## config.mk

```make
export PLATFORM = sky130hd
export DESIGN_NAME = dac_drive_flat
export DESIGN_NICKNAME = d
export VERILOG_FILES = /design/src/rtl/dac_pkg.sv /design/src/rtl/dac_drive_if.sv /design/src/rtl/dac_drive_spi_shift16.sv /design/src/rtl/dac_drive.sv /design/src/flat_wrapper.sv
export SDC_FILE = /design/constraint.sdc
export NUM_CORES = 1
export LEC_CHECK = 0
export CORE_ASPECT_RATIO = 0.5
export CORE_MARGIN = 1
export CORE_UTILIZATION = 50
export DETAILED_ROUTE_END_ITERATION = 12
export PLACE_DENSITY_LB_ADDON = 0.3
export SYNTH_ARGS = -nofsm -noshare
export SYNTH_HDL_FRONTEND = slang
export SYNTH_SLANG_ARGS = --single-unit
export TNS_END_PERCENT = 5
```

## constraint.sdc

```tcl
create_clock -name clk -period 2.7 [get_ports clk]
set_input_delay 0.675 -clock clk [delete_from_list [all_inputs] [get_ports clk]]
set_output_delay 0.675 -clock clk [all_outputs]
set_load 0.02 [all_outputs]
```

## src/rtl/dac_pkg.sv

```systemverilog
// Shared definitions for the galvo DAC driver.
// Holds the top-level FSM state type, the MCP4922-style command nibbles
// for each channel, the SPI word width and a word-assembly helper.
package dac_pkg;

  localparam int unsigned WORD_W = 16;

  // {A/B, BUF=0, GA_n=1, SHDN_n=1}
  localparam logic [3:0] CFG_X = 4'b0011;
  localparam logic [3:0] CFG_Y = 4'b1011;

  typedef enum logic [3:0] {
    ST_IDLE,
    ST_SETUP_X,
    ST_SHIFT_X,
    ST_GAP_X,
    ST_SETUP_Y,
    ST_SHIFT_Y,
    ST_GAP_Y,
    ST_LATCH,
    ST_DONE
  } state_t;

  function automatic logic [WORD_W-1:0] dac_word(input logic [3:0] cfg,
                                                 input logic [11:0] code);
    return {cfg, code};
  endfunction

endpackage

```

## src/rtl/dac_drive_if.sv

```systemverilog
// DAC pin bundle for the galvo driver.
//   dac_mosi  : SPI data, MSB first
//   dac_CSN   : SPI chip select, active low
//   dac_sclk  : SPI clock, idle low
//   dac_latch : DAC LDAC, active low
// master = driver side, slave = DAC side.
interface dac_drive_if;
  logic dac_mosi;
  logic dac_CSN;
  logic dac_sclk;
  logic dac_latch;

  modport master (output dac_mosi, output dac_CSN, output dac_sclk, output dac_latch);
  modport slave  (input  dac_mosi, input  dac_CSN, input  dac_sclk, input  dac_latch);
endinterface

```

## src/rtl/dac_drive_spi_shift16.sv

```systemverilog
// One 16-bit SPI frame engine.
// A load pulse captures the word and starts a frame: one setup cycle with
// CSN low, sclk low and the MSB on mosi, then 16 bits of CLK_DIV-high /
// CLK_DIV-low sclk, mosi advancing on each falling edge.
//   clk, reset : clock, async active-high reset
//   load, word : start a frame with this word (ignored while active)
//   csn, sclk, mosi : registered SPI outputs
//   frame_last : high in the final cycle of the frame (before CSN rises)
module spi_shift16
  import dac_pkg::*;
#(
  parameter int unsigned CLK_DIV = 2
) (
  input  logic              clk,
  input  logic              reset,
  input  logic              load,
  input  logic [WORD_W-1:0] word,
  output logic              csn,
  output logic              sclk,
  output logic              mosi,
  output logic              frame_last
);

  logic              active;
  logic              setup;
  logic [15:0]       div_cnt;
  logic [3:0]        bit_cnt;
  logic [WORD_W-2:0] shreg;
  logic              div_last;

  assign div_last   = (div_cnt == 16'(CLK_DIV - 1));
  assign frame_last = active && !setup && !sclk && div_last && (bit_cnt == 4'd15);

  always_ff @(posedge clk or posedge reset) begin
    if (reset) begin
      active  <= 1'b0;
      setup   <= 1'b0;
      div_cnt <= '0;
      bit_cnt <= '0;
      shreg   <= '0;
      csn     <= 1'b1;
      sclk    <= 1'b0;
      mosi    <= 1'b0;
    end else if (!active) begin
      if (load) begin
        active  <= 1'b1;
        setup   <= 1'b1;
        div_cnt <= '0;
        bit_cnt <= '0;
        shreg   <= word[WORD_W-2:0];
        csn     <= 1'b0;
        sclk    <= 1'b0;
        mosi    <= word[WORD_W-1];
      end
    end else if (setup) begin
      setup <= 1'b0;
      sclk  <= 1'b1;
    end else if (!div_last) begin
      div_cnt <= div_cnt + 16'd1;
    end else begin
      div_cnt <= '0;
      if (sclk) begin
        sclk  <= 1'b0;
        mosi  <= shreg[WORD_W-2];
        shreg <= {shreg[WORD_W-3:0], 1'b0};
      end else if (bit_cnt == 4'd15) begin
        active <= 1'b0;
        csn    <= 1'b1;
        mosi   <= 1'b0;
      end else begin
        bit_cnt <= bit_cnt + 4'd1;
        sclk    <= 1'b1;
      end
    end
  end

endmodule

```

## src/rtl/dac_drive.sv

```systemverilog
// Dual-channel 12-bit SPI DAC driver for the projector galvos.
// On start, captures (x, y, rgb), sends X to channel A and Y to channel B
// as two SPI frames separated by a CSN-high gap, then pulses LDAC so both
// axes move together, releasing the colour on the same cycle, and pulses done.
//   clk, reset        : clock, async active-high reset
//   x_in, y_in        : 12-bit position codes, sampled on start
//   start             : request one point (ignored unless idle)
//   laser_rgb         : colour enables {R,G,B}, sampled on start
//   bus               : DAC pins (mosi, CSN, sclk, LDAC)
//   done              : one-cycle pulse after the latch
//   laser_rgb_latched : colour aligned to the DAC update
module dac_drive
  import dac_pkg::*;
#(
  parameter int unsigned CLK_DIV = 2,
  parameter int unsigned CS_GAP  = 2,
  parameter int unsigned LATCH_W = 2
) (
  input  logic        clk,
  input  logic        reset,
  input  logic [11:0] x_in,
  input  logic [11:0] y_in,
  input  logic        start,
  input  logic [2:0]  laser_rgb,
  dac_drive_if.master bus,
  output logic        done,
  output logic [2:0]  laser_rgb_latched
);

  state_t            state;
  logic [11:0]       y_q;
  logic [2:0]        rgb_q;
  logic [15:0]       cnt;
  logic              latch_n;
  logic              load_x;
  logic              load_y;
  logic [WORD_W-1:0] word;
  logic              csn;
  logic              sclk;
  logic              mosi;
  logic              frame_last;

  // The X frame starts on the start edge itself, so its word comes straight
  // from x_in; Y is loaded from the captured copy at the end of the X gap.
  assign load_x = (state == ST_IDLE) && start;
  assign load_y = (state == ST_GAP_X) && (cnt == 16'(CS_GAP - 1));
  assign word   = load_y ? dac_word(CFG_Y, y_q) : dac_word(CFG_X, x_in);

  spi_shift16 #(.CLK_DIV(CLK_DIV)) u_shift (
    .clk        (clk),
    .reset      (reset),
    .load       (load_x || load_y),
    .word       (word),
    .csn        (csn),
    .sclk       (sclk),
    .mosi       (mosi),
    .frame_last (frame_last)
  );

  assign bus.dac_mosi  = mosi;
  assign bus.dac_CSN   = csn;
  assign bus.dac_sclk  = sclk;
  assign bus.dac_latch = latch_n;

  always_ff @(posedge clk or posedge reset) begin
    if (reset) begin
      state             <= ST_IDLE;
      y_q               <= '0;
      rgb_q             <= '0;
      cnt               <= '0;
      latch_n           <= 1'b1;
      done              <= 1'b0;
      laser_rgb_latched <= '0;
    end else begin
      case (state)
        ST_IDLE: begin
          done <= 1'b0;
          if (start) begin
            y_q   <= y_in;
            rgb_q <= laser_rgb;
            state <= ST_SETUP_X;
          end
        end
        ST_SETUP_X: state <= ST_SHIFT_X;
        ST_SHIFT_X: begin
          if (frame_last) begin
            cnt   <= '0;
            state <= ST_GAP_X;
          end
        end
        ST_GAP_X: begin
          if (load_y) state <= ST_SETUP_Y;
          else        cnt   <= cnt + 16'd1;
        end
        ST_SETUP_Y: state <= ST_SHIFT_Y;
        ST_SHIFT_Y: begin
          if (frame_last) begin
            cnt   <= '0;
            state <= ST_GAP_Y;
          end
        end
        ST_GAP_Y: begin
          if (cnt == 16'(CS_GAP - 1)) begin
            cnt               <= '0;
            latch_n           <= 1'b0;
            laser_rgb_latched <= rgb_q;
            state             <= ST_LATCH;
          end else begin
            cnt <= cnt + 16'd1;
          end
        end
        ST_LATCH: begin
          if (cnt == 16'(LATCH_W - 1)) begin
            latch_n <= 1'b1;
            done    <= 1'b1;
            state   <= ST_DONE;
          end else begin
            cnt <= cnt + 16'd1;
          end
        end
        ST_DONE: begin
          done  <= 1'b0;
          state <= ST_IDLE;
        end
        default: state <= ST_IDLE;
      endcase
    end
  end

endmodule

```

## src/flat_wrapper.sv

```systemverilog
// flat-port wrapper written by rule: the top's interface ports become plain ports
module dac_drive_flat import dac_pkg::*;
#(
  parameter int unsigned CLK_DIV = 2,
  parameter int unsigned CS_GAP  = 2,
  parameter int unsigned LATCH_W = 2
)
  (clk, reset, x_in, y_in, start, laser_rgb, done, laser_rgb_latched, bus_dac_mosi, bus_dac_CSN, bus_dac_sclk, bus_dac_latch);
  dac_drive_if bus_i ();
  input  logic clk;
  input  logic reset;
  input  logic [11:0] x_in;
  input  logic [11:0] y_in;
  input  logic start;
  input  logic [2:0] laser_rgb;
  output logic done;
  output logic [2:0] laser_rgb_latched;
  output wire logic [$bits(bus_i.dac_mosi)-1:0] bus_dac_mosi;
  output wire logic [$bits(bus_i.dac_CSN)-1:0] bus_dac_CSN;
  output wire logic [$bits(bus_i.dac_sclk)-1:0] bus_dac_sclk;
  output wire logic [$bits(bus_i.dac_latch)-1:0] bus_dac_latch;
  assign bus_dac_mosi = bus_i.dac_mosi;
  assign bus_dac_CSN = bus_i.dac_CSN;
  assign bus_dac_sclk = bus_i.dac_sclk;
  assign bus_dac_latch = bus_i.dac_latch;
  dac_drive #(.CLK_DIV(CLK_DIV), .CS_GAP(CS_GAP), .LATCH_W(LATCH_W)) u_core (.clk(clk), .reset(reset), .x_in(x_in), .y_in(y_in), .start(start), .laser_rgb(laser_rgb), .bus(bus_i), .done(done), .laser_rgb_latched(laser_rgb_latched));
endmodule
```

* After elaboration in Yosys (flattened, before gate mapping)
Index checks and enable logic that the tools add are counted.
Storage, ports and cells: flip-flop bits (word level) 80, input bits 30, output and inout port bits 8, word-level logic and storage cells 130
Operators by class: add/sub/neg operators 3, equal/unequal tests 28, muxes and demuxes 56, reduce and logical (&&, ||, !) cells 28
Operator list (count):
- 16-bit two-way mux | 9
- 15-bit two-way mux | 5
- 16-bit one-hot mux with 4 select lines | 1
- 4-bit two-way mux | 12
- 16-bit by 1-bit adder with 16-bit output (second input constant) | 2
- 16-bit by 1-bit equality test with 1-bit output (second input constant) | 2
- 4-bit one-hot mux with 8 select lines | 1
- 1-bit two-way mux | 26
- 4-bit by 3-bit equality test with 1-bit output (second input constant) | 4
- 2-bit by 1-bit inequality test with 1-bit output (second input constant) | 8
- 2-bit inequality test (second input constant) | 7
- 4-bit AND reduction | 3
- 2-bit AND reduction | 5
- 5-bit AND reduction | 2
- 4-bit by 2-bit equality test with 1-bit output (second input constant) | 2
- 4-bit equality test (second input constant) | 2
- 1-bit logical AND | 6
- 6-bit AND reduction | 1
- 2-bit nonzero test | 3
- 4-bit by 1-bit adder with 4-bit output (second input constant) | 1
- 4-bit by 1-bit equality test with 1-bit output (second input constant) | 1
- 4-bit zero test | 1
- 1-bit one-hot mux with 2 select lines | 2
- 4-bit nonzero test | 1
- 6 further kinds | 8

* Logic depth before layout (Yosys ltp)
Gate-level depths: netlist (run 1).
word-level depth 7, depth in mapped cells 9, depth with buffers taken out 8

* Hierarchy
A second synthesis (run 1) with hierarchy kept.
Unflattened totals: cell total of the unflattened synthesis 408, area, all modules 4460.5 µm²
By module, submodules not included:
- dac_drive | times used 1, cells each 203, area each 2298.5 µm², seq. area each 1002.2 µm²
- spi_shift16 | times used 1, cells each 205, area each 2162.1 µm², seq. area each 1002.2 µm²

* Worst setup path before layout (run 1)
Ideal clock, no wire load.
kind register to register, from register u_core.u_shift.div_cnt[1], to register u_core.cnt[14], setup time 120 ps, arrival 2356 ps, required time 2580 ps, setup slack 224 ps, stages on the path, launching flop included 9, path buffers 0, period minus slack after synthesis 2476 ps, cells stage by stage dfrtp_1 inv_1 ha_1 or3b_4 or4_4 a211oi_2 a211oi_1 or4_1 a31o_1
On the way: longest elaborated chain between the ends 5
RTL lines:
- start, declared | RTL line dac_drive_spi_shift16.sv:26 | logic [15:0] div_cnt;
- start signal, assigned | RTL line dac_drive_spi_shift16.sv:59 | div_cnt <= div_cnt + 16'd1;
- 16-bit by 1-bit equality test with 1-bit output | RTL line dac_drive_spi_shift16.sv:31 | assign div_last = (div_cnt == 16'(CLK_DIV - 1));
- 1-bit logical AND (2 in series) | RTL line dac_drive_spi_shift16.sv:32 | assign frame_last = active && !setup && !sclk && div_last && (bit_cnt == 4'd15);
- 2-bit by 1-bit inequality test with 1-bit output (no line)
- 4-bit AND reduction (no line)
- end signal, assigned | RTL line dac_drive.sv:93 | else cnt <= cnt + 16'd1;
- end signal, assigned | RTL line dac_drive.sv:109 | cnt <= cnt + 16'd1;
- end signal, assigned | RTL line dac_drive.sv:118 | cnt <= cnt + 16'd1;
- end, declared | RTL line dac_drive.sv:33 | logic [15:0] cnt;
No other way between the ends. A chain may end at the register's enable or synchronous reset.

* Worst setup path in the final report (run 1)
Same ends and word-level chain as after synthesis.

==> impl_summary.txt, run 1 <==
----------------------------------------------------
[Routing]
  Average vias per placed instance ... 5.68
  Via count of the routed design ... 3280
  Post-route DRC violation count ... 0
  Starting DRC count in detailed routing ... 217
  DRT antenna net count ... 0
  Drt total wl ... 8680 um
  Wire per inst ... 15.0 um
  Number of iterations in the first detailed-routing pass ... 4

[Layout]
  Filler cell count ... between 500 and 600
  Non-filler instance count after layout ... 577
  Area of all placed cells without fillers ... 5080 um^2
  Area growth from synthesis to layout ... 23.6%
  Diodes inserted ... 0
  Post-layout util ... 66.6%
  Fraction of layout cells with a size suffix above 1 ... between 10% and 20%
  Final-stage net count ... 499

[Setup path]
  Most frequent CP cell ... sky130_fd_sc_hd__a211oi_2
  Signal arrival time at the worst endpoint ... 2770 ps
  Cell with the largest stage delay on the worst path ... sky130_fd_sc_hd__or4_1
  Highest cell delay on the worst timing path ... between 500 and 600 ps
  Endpoint required time on the critical path ... 2940 ps
  Highest net fanout along the worst path ... 4
  Crit Path Class ... flop to flop
  Critical path endpoint category ... flop
  Critical Path Source Type ... flop
  CP Cell Sequence ... inv_1, ha_1, or3b_4, or4_4, a211oi_2, a211oi_2, or4_1, a31o_1

[Floorplanning]
  Top Ports ... 38
  Die W ... 130 um
  Chip height ... about 66 um
  Placeable core area ... 7620 um^2
  Area of the die ... 8610 um^2
  Site row count ... 22
  Initial standard-cell utilization of the core ... a little over half

[STA]
  TNS Setup ... 0 ps
  Final worst path period share ... 93.7%
  Max transition margin ... a little under three fifths
  Achievable frequency ... 395 MHz
  Hold Vio Cnt, Final ... 0
  Worst Skew ... 3.66 ps
  Final min period ... between 2000 and 3000 ps
  RSZ-0062 raised after global routing ... no
  Pins Over Slew Limit ... 0
  Count of endpoints failing setup in the final report ... 0
  Transition time at the pin with the least slew margin ... 637 ps

[Synthesis]
  Area contributors post-synth ... sky130_fd_sc_hd__dfrtp_1 47%, sky130_fd_sc_hd__mux2_2 8.8%, sky130_fd_sc_hd__nand2_1 4.1%
  Largest area contributor in the netlist ... sky130_fd_sc_hd__dfrtp_1
  Average size of a mapped cell ... just over 10 um^2
  Area share of the largest cell type after synthesis ... 47.5%
  Register bit count reported by yosys ... 80
  Count of flip-flops with a built-in enable after synthesis ... 0
  Netlist cell types ... 53
  Ys Warns ... 0
  Sequential fraction of the synthesis area ... between 40% and 50%
  Cell count after synthesis ... 408
  Post-synth ARST share ... 100%
  Combined area of all synthesized cells ... 4110 um^2
  Synthesized netlist net count ... 443
  Most used flip-flop cell after synthesis ... sky130_fd_sc_hd__dfrtp_1

[Global routing]
  Global-route wire length before repair ... 15100 um
  Overall Global Routing Usage ... a little under a quarter
  Maximum number of pins on one net before global-route repair ... 31
  Total congestion overflow after global routing ... 0
  Number of antenna violations at the first check in global routing ... 0
  Via count of the first global-routing pass ... 3090

[CTS]
  Clock tree root driver cell ... sky130_fd_sc_hd__clkbuf_16
  Total clock buffers created by CTS ... 9
  H-tree lvl count ... 3
  Number of sinks driven by the clock tree ... 80
  Worst skew pair latency ... 350 ps
  CTS Buffer Depth ... 2
  Clock transition at the registers of the reported paths ... approximately 60 ps
  CTS tree ... built
  Number of post-CTS setup repair buffers ... 0

[Place]
  Placed cell areas ... ~4800 um^2
  Port Buffer Count ... 37
  Detailed-placement wirelength estimate ... 6050 um
  Count of placed standard cells including taps ... 561
  Final GP Congestion ... 0.845

[Pwr]
  Pwr Density ... about 480 nW/um^2
  VDD IR-drop max ... 0.319 mV
  Overall power of the completed layout ... between 2 and 2.5 mW
  Static leakage ... 2.19 nW

[Worst hold path]
  Worst min-delay path class ... flop to flop

[Job]
  MaxCap Viol Count ... 0

[Outcome]
  Outcome ... finished, final reports clean

----------------------------------------------------
through the flow:
step	setup WS [ps]	hold WS, ps
2_1_floorplan	224	460
3_3_place_gp	146	475
3_5_place_dp	125	485
4_1_cts	106	500
5_1_grt	10.6	513
6_report	171	495
report_power, final:
| part | internal (mW) | switching [mW] | total [mW] | leakage [nW] |
|---|---|---|---|---|
| sequential | 1.20 | 0.000513 | 1.20 | 0.989 |
| clock | 0.642 | 0.541 | 1.18 | 0.139 |
| combinational | 0.0472 | 0.0330 | 0.0802 | 1.07 |
| total | 1.89 | 0.574 | 2.46 | 2.19 |
layout by cell type, fill, tap and decap left out, types with 4 or more instances in the layout:
master | synthesis | layout
sky130_fd_sc_hd__dfrtp_1 | 78 | 78
sky130_fd_sc_hd__nand2_1 | 45 | 45
sky130_fd_sc_hd__clkdlybuf4s50_1 | 0 | 37
sky130_fd_sc_hd__nor2_1 | 32 | 32
sky130_fd_sc_hd__mux2_2 | 32 | 32
sky130_fd_sc_hd__o21ai_0 | 27 | 27
sky130_fd_sc_hd__nand3_1 | 25 | 25
sky130_fd_sc_hd__buf_4 | 0 | 20
sky130_fd_sc_hd__mux2i_1 | 12 | 12
sky130_fd_sc_hd__xor2_1 | 11 | 11
sky130_fd_sc_hd__nor3_1 | 10 | 10
sky130_fd_sc_hd__clkbuf_16 | 0 | 9
sky130_fd_sc_hd__nor4_1 | 8 | 8
sky130_fd_sc_hd__inv_1 | 9 | 8
sky130_fd_sc_hd__a21oi_1 | 8 | 8
sky130_fd_sc_hd__o31ai_1 | 7 | 7
sky130_fd_sc_hd__and3_1 | 6 | 6
sky130_fd_sc_hd__nand4_1 | 6 | 6
sky130_fd_sc_hd__nor2b_1 | 5 | 5
sky130_fd_sc_hd__o311ai_0 | 5 | 5
sky130_fd_sc_hd__ha_1 | 5 | 5
sky130_fd_sc_hd__nand2b_1 | 4 | 4
sky130_fd_sc_hd__o211ai_1 | 4 | 4
sky130_fd_sc_hd__buf_12 | 0 | 4
cells in the mapped netlist (all sizes together) (2+ instances only):
cell type,count
o22a,2
a211oi,5
ha,5
o311ai,5
xnor2,3
nor2,32
dfrtp,78
nand2b,5
o31ai,7
a21boi,2
and3,6
dfstp,2
mux2i,12
buf,3
or3,3
o211ai,4
nor4,8
nor2b,5
inv,9
nand2,45
o21ai,28
o41ai,3
nand4b,3
a21o,2
nand3,25
a21oi,8
and4,2
nand4,7
clkbuf,13
o22ai,2
or2,3
or4,4
nand3b,2
nor3,10
xor2,11
mux2,32
state kept, by name, indices dropped and copies added (netlist names), 3 cells and up:
name and count:
u_core.u_shift.div_cnt 16, u_core.rgb_q 3, u_core.y_q 12, u_core.state 4, u_core.laser_rgb_latched 3, u_core.u_shift.bit_cnt 4, u_core.u_shift.shreg 15, u_core.cnt 16
worst paths after layout:
| path | start | to | slack [ps] | depth (start not counted) |
|---|---|---|---|---|
| worst min register to register | u_core.u_shift.shreg[14] | u_core.u_shift.shreg[14] | 490 | 2 |
| worst max-delay path | u_core.u_shift.div_cnt[1] | u_core.cnt[14] | 170 | 8 |
| min in group asynchronous | reset | u_core.rgb_q[2] | 760 | 2 |
| worst max register to register | u_core.u_shift.div_cnt[1] | u_core.cnt[14] | 170 | 8 |
| max in group asynchronous | reset | u_core.bus.dac_latch | 1370 | 3 |
| worst min-delay path | u_core.u_shift.shreg[14] | u_core.u_shift.shreg[14] | 490 | 2 |
critical path: cells and delay by family, from the launching register on:
| kind | cells | cell delay [ps] |
|---|---|---|
| adder cells (fa/ha/maj) | 1 | 120 |
| buffers and inverters | 1 | 70 |
| flip-flops | 1 | 410 |
| AND/OR/NAND/NOR | 3 | 1360 |
| AO/OA/AOI/OAI | 3 | 470 |
metal layers:
metal  GRT usage, %  vias up  wire, um
met3           6.39       11       424
met4           8.14        0       119
li1               -     1598         -
met2           35.2       94      3890
met5              0        -         0
met1           32.2     1577      4250
cell type report:
type | instances | area (um^2) | area share (%)
multi-input combinational | 303 | 2010 | 39.6
clock buffer | 9 | 225 | 4.43
tap | 108 | 135 | 2.66
sequential | 80 | 2000 | 39.5
inverter | 9 | 37.5 | 0.739
clock inverter | 7 | 62.6 | 1.23
timing repair buffer | 61 | 601 | 11.8
cell families (layout without fill, tap and decap cells):
group | count (synthesis) | count (layout) | share of synthesized area (%)
AOI/OAI and AO/OA | 76 | 76 | 12.3
xor gates and xnor gates | 14 | 14 | 2.98
adders and majority gates | 5 | 5 | 1.52
buffers and inverters | 25 | 86 | 2.37
DFF | 80 | 80 | 48.8
muxes | 44 | 44 | 11.7
and+or+nand+nor | 164 | 164 | 20.3
timing repair:
action                     in CTS  in global routing
hold buffers                    0                  0
resized for setup               0                  1
setup endpoints to repair       0                  2
Power figures use the tool's default switching activity.
==> run 2: changes to the inputs <==
--- a/config.mk
+++ b/config.mk
@@ -8,8 +8,10 @@
 export CORE_ASPECT_RATIO = 0.5
 export CORE_MARGIN = 1
 export CORE_UTILIZATION = 50
+export CTS_CLUSTER_SIZE = 25
 export DETAILED_ROUTE_END_ITERATION = 12
 export PLACE_DENSITY_LB_ADDON = 0.3
+export SKIP_LAST_GASP = 1
 export SYNTH_ARGS = -nofsm -noshare
 export SYNTH_HDL_FRONTEND = slang
 export SYNTH_SLANG_ARGS = --single-unit
==> run 2 against run 1 <==
  * Hold slack about the same
  * Clock power about the same
  * Sequential power about the same
  * Register-to-register slack worse by 60 ps
  * Via count up 0.52%
  * Sequential cell count unchanged
  * Sequential share of layout area unchanged
  * Clock skew about the same
  * Final area unchanged
  * Clock-buffer cell count unchanged
  * Largest power group unchanged
  * Highest routed layer unchanged
==> impl_summary.txt, run 2 (synthesis results as in run 1) <==
----------------------------------------------------
[CTS]
  CTS tree ... built
  H-tree lvl count ... 3
  Number of sinks driven by the clock tree ... 80
  Clock transition at the registers of the reported paths ... 60 ps
  Clock tree root driver cell ... sky130_fd_sc_hd__clkbuf_16
  Number of post-CTS setup repair buffers ... 0
  Worst skew pair latency ... 350 ps
  CTS hold repair buffers ... 0
  Total clock buffers created by CTS ... 9
  CTS Buffer Depth ... 2

[Floorplanning]
  Placeable core area ... 7620 um^2
  Site row count ... 22
  Die W ... 130 um
  Area of the die ... around 8600 um^2
  Initial standard-cell utilization of the core ... 53.9%
  Chip height ... 66.1 um
  Top Ports ... 38

[Setup path]
  CP Cell Sequence ... inv_1, ha_1, or3b_4, or4_4, a211oi_2, a211oi_2, or4_1, a31o_1
  Signal arrival time at the worst endpoint ... 2830 ps
  Highest net fanout along the worst path ... 4
  Most frequent CP cell ... sky130_fd_sc_hd__a211oi_2
  Endpoint required time on the critical path ... 2940 ps
  Crit Path Class ... flop to flop
  Cell with the largest stage delay on the worst path ... sky130_fd_sc_hd__or4_1
  Internal reg-to-reg setup slack ... 110 ps
  Critical Path Source Type ... flop
  Highest cell delay on the worst timing path ... 530 ps
  Critical path endpoint category ... flop

[Layout]
  Area of all placed cells without fillers ... 5080 um^2
  Most frequent standard cell in the layout excluding fill and tap cells ... sky130_fd_sc_hd__dfrtp_1
  Most frequent cells in the layout ... 78 x sky130_fd_sc_hd__dfrtp_1, 45 x sky130_fd_sc_hd__nand2_1, 37 x sky130_fd_sc_hd__clkdlybuf4s50_1, 32 x sky130_fd_sc_hd__nor2_1, 32 x sky130_fd_sc_hd__mux2_2
  Diodes inserted ... 0
  Post-layout util ... between 60 and 70%
  Area growth from synthesis to layout ... 23.6%
  Fraction of layout cells with a size suffix above 1 ... 17.9%
  Final-stage net count ... 499
  Registers with the most flip-flops ... u_core.cnt x16, u_core.u_shift.div_cnt x16, u_core.u_shift.shreg x15

[Routing]
  DRT antenna net count ... 0
  Wire per inst ... approximately 15 um
  Starting DRC count in detailed routing ... 246
  Via count of the routed design ... between 3k and 4k
  Post-route DRC violation count ... 0
  Number of iterations in the first detailed-routing pass ... 5
  Average vias per placed instance ... 5.71
  Drt total wl ... 8690 um

[Pwr]
  VDD IR-drop max ... 0.319 mV
  Static leakage ... 2.20 nW
  Pwr Density ... 485 nW/um^2

[STA]
  Final critical-path setup slack ... 111 ps
  Pins Over Slew Limit ... 0
  Final min period ... 2590 ps
  Hold slack ... 495 ps
  TNS Setup ... 0 ps
  Achievable frequency ... 386 MHz
  Transition time at the pin with the least slew margin ... approximately 630 ps
  Max transition margin ... between 50 and 60%
  Hold Vio Cnt, Final ... 0
  Count of endpoints failing setup in the final report ... 0
  Worst Skew ... between 3 and 4 ps
  Final worst path period share ... 95.9%
  RSZ-0062 raised after global routing ... yes

[Global routing]
  Maximum number of pins on one net before global-route repair ... 31
  Overall Global Routing Usage ... 23.3%
  Via count of the first global-routing pass ... 3090
  Number of antenna violations at the first check in global routing ... 0
  Global-route wire length before repair ... 15100 um
  Total congestion overflow after global routing ... 0

[Place]
  Detailed-placement wirelength estimate ... 6050 um
  Worst setup slack before clock tree synthesis ... between 100 and 150 ps
  Placed cell areas ... between 4000 and 5000 um^2
  Final GP Congestion ... between 0.8 and 0.9
  Port Buffer Count ... 37

[Outcome]
  Outcome ... finished, final reports clean

[Job]
  MaxCap Viol Count ... 0

[Worst hold path]
  Worst min-delay path class ... flop to flop

----------------------------------------------------
run 2: routing by layer:
layer	share of wire [%]	vias to the layer above	wire length [um]	GRT usage, %
met1	48	1579	4190	32.2
met5	0	-	0	0
met4	1.2	0	107	8.14
met3	5.9	9	512	6.39
met2	45	107	3880	35.2
li1	-	1602	-	-
run 2: worst paths after layout:
check                                           from                  endpoint  cells past startpoint
max in group asynchronous                      reset      u_core.bus.dac_latch                      3
min in group asynchronous                      reset           u_core.rgb_q[2]                      2
min                         u_core.u_shift.shreg[14]  u_core.u_shift.shreg[14]                      2
max                        u_core.u_shift.div_cnt[1]            u_core.cnt[14]                      8
min reg2reg                 u_core.u_shift.shreg[14]  u_core.u_shift.shreg[14]                      2
max reg2reg                u_core.u_shift.div_cnt[1]            u_core.cnt[14]                      8
run 2: repair_timing:
| item | CTS | global route |
|---|---|---|
| endpoints found under the hold margin | 0 | 0 |
| gates resized for setup | 0 | 1 |
| endpoints found under the setup margin | 0 | 2 |
run 2: final cells by class:
class                           count  area, um^2
Fill cell                         592        2550
Multi-Input combinational cell    303        2010
Sequential cell                    80        2000
Timing Repair Buffer               61         601
Clock buffer                        9         225
Tap cell                          108         135
Clock inverter                      7        62.6
Inverter                            9        37.5
run 2: through the flow:
| step | power, mW | instances |
|---|---|---|
| 2_1_floorplan | 1.25 | 408 |
| 3_3_place_gp | 1.30 | 561 |
| 3_5_place_dp | 1.30 | 561 |
| 4_1_cts | 2.49 | 577 |
| 5_1_grt | 2.54 | 577 |
| 6_report | 2.46 | 577 |
run 2: where the power goes:
group,leakage [nW],internal [mW],switching [mW]
clock network,0.139,0.642,0.541
logic,1.07,0.0472,0.0330
registers,0.989,1.20,0.000513
run 2: critical path: cells and delay by family (launching register included):
family | cells | cell delay (ps)
AO/OA/AOI/OAI | 3 | 470
adder cells (fa/ha/maj) | 1 | 120
buffers and inverters | 1 | 70
flip-flops | 1 | 410
AND/OR/NAND/NOR | 3 | 1420
==> run 3: changes to the inputs <==
--- a/config.mk
+++ b/config.mk
@@ -6,7 +6,6 @@
 export NUM_CORES = 1
 export LEC_CHECK = 0
 export CORE_ASPECT_RATIO = 0.5
-export CORE_MARGIN = 1
 export CORE_UTILIZATION = 50
 export CTS_CLUSTER_SIZE = 25
 export DETAILED_ROUTE_END_ITERATION = 12
==> results of run 3 <==
Same layout as run 2: the final DEF is identical, and so are final timing and power.
